File: config.mk
export PLATFORM = sky130hd
export DESIGN_NAME = gcd_operand_fifo
export DESIGN_NICKNAME = d
export VERILOG_FILES = /design/src/rtl/gcd_pkg.sv /design/src/rtl/gcd_fifo_mem.sv /design/src/rtl/gcd_operand_fifo.sv
export SDC_FILE = /design/constraint.sdc
export NUM_CORES = 1
export LEC_CHECK = 0
export CORE_MARGIN = 2
export CORE_UTILIZATION = 25
export CTS_BUF_LIST = sky130_fd_sc_hd__clkbuf_4 sky130_fd_sc_hd__clkbuf_8
export CTS_CLUSTER_DIAMETER = 80
export DETAILED_ROUTE_END_ITERATION = 16
export DONT_BUFFER_PORTS = 1
export PLACE_DENSITY = 0.36
export SLEW_MARGIN = 20
export SYNTH_ARGS = -nofsm -noshare
export SYNTH_HDL_FRONTEND = slang
export SYNTH_SLANG_ARGS = --single-unit
File: constraint.sdc
create_clock -name clk -period 4.6 [get_ports clk]
set_input_delay 0.92 -clock clk [delete_from_list [all_inputs] [get_ports clk]]
set_output_delay 0.92 -clock clk [all_outputs]
set_load 0.03 [all_outputs]
File: src/rtl/gcd_pkg.sv
// gcd_pkg
// Shared definitions for the GCD request path: the default operand width,
// the operand-pair record, and the width helper for occupancy counters.
package gcd_pkg;

    localparam int GCD_W = 16;

    typedef struct packed {
        logic [GCD_W-1:0] A;
        logic [GCD_W-1:0] B;
    } operand_pair_t;

    // An occupancy counter must represent 0..depth inclusive, hence the +1.
    function automatic int fifo_count_width(input int depth);
        return $clog2(depth) + 1;
    endfunction

endpackage

File: src/rtl/gcd_fifo_mem.sv
// gcd_fifo_mem
// DEPTH x DW register array with one synchronous write port and one
// asynchronous read port. Contents are deliberately not reset.
//
// Ports:
//   clk      clock
//   wr_en    write strobe, sampled on posedge clk
//   wr_addr  write address
//   wr_data  write data
//   rd_addr  read address (combinational read)
//   rd_data  data stored at rd_addr
module gcd_fifo_mem #(
    parameter int DW    = 32,
    parameter int DEPTH = 4,
    localparam int AW   = $clog2(DEPTH)
) (
    input  logic          clk,
    input  logic          wr_en,
    input  logic [AW-1:0] wr_addr,
    input  logic [DW-1:0] wr_data,
    input  logic [AW-1:0] rd_addr,
    output logic [DW-1:0] rd_data
);

    logic [DW-1:0] mem [DEPTH];

    always_ff @(posedge clk) begin
        if (wr_en) begin
            mem[wr_addr] <= wr_data;
        end
    end

    assign rd_data = mem[rd_addr];

endmodule

File: src/rtl/gcd_operand_fifo.sv
// gcd_operand_fifo
// Val/rdy queue of GCD operand pairs (A,B) feeding gcd_coprocessor. Strict
// FIFO order, no full-bypass and no empty-bypass, so enq_rdy and deq_val are
// functions of the registered count (and reset) only.
//
// Ports:
//   clk, reset               clock, synchronous active-high reset
//   enq_val/enq_rdy          producer handshake
//   enq_bits_A/enq_bits_B    incoming operand pair
//   deq_val/deq_rdy          consumer handshake (coprocessor operands_val/rdy)
//   deq_bits_A/deq_bits_B    head operand pair
//   count                    current occupancy, 0..DEPTH
module gcd_operand_fifo
    import gcd_pkg::*;
#(
    parameter int W     = GCD_W,
    parameter int DEPTH = 4,
    localparam int CW   = fifo_count_width(DEPTH)
) (
    input  logic          clk,
    input  logic          reset,
    input  logic          enq_val,
    input  logic [W-1:0]  enq_bits_A,
    input  logic [W-1:0]  enq_bits_B,
    output logic          enq_rdy,
    output logic          deq_val,
    output logic [W-1:0]  deq_bits_A,
    output logic [W-1:0]  deq_bits_B,
    input  logic          deq_rdy,
    output logic [CW-1:0] count
);

    localparam int PW = $clog2(DEPTH);
    localparam logic [CW-1:0] FULL_COUNT = CW'(DEPTH);

    logic [PW-1:0]  wr_ptr;
    logic [PW-1:0]  rd_ptr;
    logic           enq_fire;
    logic           deq_fire;
    logic [2*W-1:0] head;

    // Reset masks both handshakes so nothing fires on a reset edge.
    assign enq_rdy  = (count != FULL_COUNT) & ~reset;
    assign deq_val  = (count != '0) & ~reset;
    assign enq_fire = enq_val & enq_rdy;
    assign deq_fire = deq_val & deq_rdy;

    gcd_fifo_mem #(
        .DW    (2 * W),
        .DEPTH (DEPTH)
    ) u_mem (
        .clk     (clk),
        .wr_en   (enq_fire),
        .wr_addr (wr_ptr),
        .wr_data ({enq_bits_A, enq_bits_B}),
        .rd_addr (rd_ptr),
        .rd_data (head)
    );

    assign {deq_bits_A, deq_bits_B} = head;

    // DEPTH is a power of two, so pointers wrap naturally at PW bits.
    always_ff @(posedge clk) begin
        if (reset) begin
            wr_ptr <= '0;
            rd_ptr <= '0;
            count  <= '0;
        end else begin
            if (enq_fire) begin
                wr_ptr <= wr_ptr + 1'b1;
            end
            if (deq_fire) begin
                rd_ptr <= rd_ptr + 1'b1;
            end
            case ({enq_fire, deq_fire})
                2'b10:   count <= count + 1'b1;
                2'b01:   count <= count - 1'b1;
                default: count <= count;
            endcase
        end
    end

endmodule

==> run summary <==
Post-placement worst setup slack: 1.80 ns
M3 GR Usage: 0.0512
First-pass GRT wire length: 14.8 mm
Top cells by count, synth: 128 x edfxtp_1, 32 x mux4_2, 10 x nor2_1, 9 x dfxtp_1, 6 x inv_1
Total grt overflow: 0
Initial Utilization: 0.254
Pre-antenna DRT Iters: 4
Reg2Reg Depth: 9
Antenna Nets Post-Route: 0
Final WL: 9.87 mm
IO Count: 73
Pleak: 1.72 nW
Die area: 21600 sq um
Drt first-iter violations: 85
Status: complete, no violations
Asr flop ratio synth: 0
Overall power: 2.64 mW
Achievable frequency: 0.317 GHz
Setup_tns: 0 ns
Initial antenna violation count: 0
Synth cell types: 23
Crit path capture type: primary output
Port Buffers: 0
H-tree level count: 4
Fin crit period: 3.16 ns
Clk pin slew, worst setup/hold paths: 0.07 ns
Most common cell in the netlist: edfxtp_1
Largest net degree at the start of global routing: 33
Post-Synthesis Cells: 219
Seq/Total Area, Yosys: 0.786
Met1 usage: 0.108
CTS Hold Bufs: 0
Top cell type's share of synthesized area: 0.751
Worst r2r src: count[2]
Clock Tree Root: clkbuf_8
TritonCTS Buffers: 17
Setup ws final: 1.44 ns
Rows: 52
PD cells: 457 nW/um^2
Final Max Tran Viols: 0
Total Routing Usage GR: 0.0977
TritonCTS clock tree: yes
Area delta synth->final: 12.9%
Top cells by area, synth: edfxtp_1 75%, mux4_2 14%, dfxtp_1 3.5%
Die width: 147 um
Vert. Die Dim: 147 um
Diode count: 0
Final period utilization: 0.687
Maximum vdd ir drop: 154 uV
# DRC: 0
DR WL/cell: 19.2 um
Setup Skew: 0.0100 ns
Critical Path Fanout Max: 19
CTS sink cnt: 137
Unrepaired setup endpoints after global routing: false
Reg-to-reg endpoint: count[2]
CP arrival: 2.24 ns
CTS resizes: 0
Core area: 20200 sq um
#FFs+latches synth: 137
Fin nets: 274
Met2 GRT Util: 0.160
Final core occ: 0.287
HP Class: register to register
YS warnings: 0
Layout fillers: 2017
Fraction of layout cells with a size suffix above 1: 0.299
Largest area contributor in the netlist: edfxtp_1
Slew headroom: 0.338
Dpl hpwl: 5.61 mm
Via-to-Cell Ratio: 4.02
Max clock buf depth: 2
Post-Synthesis Net Count: 261
Most Used Layer, Global Route: met2
Synth Cell Area: 5120 sq um
Vias in the first global route: 2336
Main synth FF type: edfxtp_1
Reg-to-reg slack, setup: 2.14 ns
Crit path kind: register to primary output
Post-synth EDFFs: 128
Max cap viols: 0
RePlAce Congestion: 0.666
Required time of the critical path: 3.68 ns
Worst-Margin Slew: 0.993 ns
Post-CTS Setup Bufs: 0
Mean Syn Cell Area: 23.4 sq um
Clock latency on the worst-skew pair: 0.44 ns
Via count: 2068
Hold Vio Cnt, Final: 0
Final setup viols: 0
Crit path to: deq_bits_A[5]
CP startpoint kind: register
==> per-stage QoR <==
stage               instances  hold slack [ns]  cell area, sq um
CTS                       514            0.509              5780
detailed placement        483            0.510              5410
global placement          483            0.511              5410
finish                    514            0.528              5780
floorplan                 219            0.475              5120
global route              514            0.500              5780
==> kinds of logic after synthesis <==
group,after synthesis,synth area share
simple gates,19,0.0227
buf+inv,14,0.0169
xor+xnor,4,0.00684
fa+ha+maj,6,0.0161
flops,137,0.786
mux,34,0.146
compound gates,5,0.00611
==> worst max-delay path, cell delays in order (launching register included) <==
cell     delay, ns
dfxtp_2       0.83
buf_4         0.33
mux4_2        0.65
==> flip-flops by register name, summed over array words and instances, names as in the netlist, named ones only <==
signal and flops:
count 3, wr_ptr 2, u_mem.mem 128, rd_ptr 2
==> routing by layer <==
metal | part of all wire | wire (um)
met5 | 0 | 0
met3 | 0.081 | 798
met4 | 0.013 | 127
met1 | 0.40 | 3930
met2 | 0.51 | 5010
==> how the worst min path moves through the flow <==
stage               from         to  slack (ns)  depth (start not counted)
2_1_floorplan  wr_ptr[0]  wr_ptr[0]        0.48                          1
5_1_grt            reset   count[2]        0.50                          1
3_3_place_gp   wr_ptr[0]  wr_ptr[0]        0.51                          1
3_5_place_dp   rd_ptr[1]   register        0.51                          2
6_report       rd_ptr[1]   register        0.53                          2
4_1_cts            reset   register        0.51                          1
==> where the power goes <==
part | internal, mW | switching (mW)
registers | 1.41 | 0.0422
logic | 0.0908 | 0.166
clock network | 0.470 | 0.461
==> placed cells by master, fill, tap and decap left out <==
master        n
or3_1         1
mux4_2       32
nor3b_2       1
bufinv_16     2
xor2_1        4
o21ai_0       1
nor3b_4       1
clkbuf_8     17
nor3_1        1
dfxtp_2       2
nor2_1       10
clkinv_2      5
clkinvlp_4    6
nand2b_1      1
inv_1         6
o31ai_1       1
ha_1          5
o311ai_0      1
fa_1          1
and2_2        4
a21oi_1       2
dfxtp_1       7
clkinv_1      1
buf_4         2
mux2i_1       1
mux2_4        1
edfxtp_1    128
==> area by class of cell <==
type,count,area [sq um],share of cell area
clock buffers,17,234,0.0405
multi-input cells,68,1010,0.175
clock inverters,14,134,0.0232
inverters,6,22.5,0.00390
flip-flops and latches,137,4030,0.697
well taps,270,338,0.0584
repair buffers,2,15.0,0.00260
No activity file was read; power rests on OpenSTA's default activity.
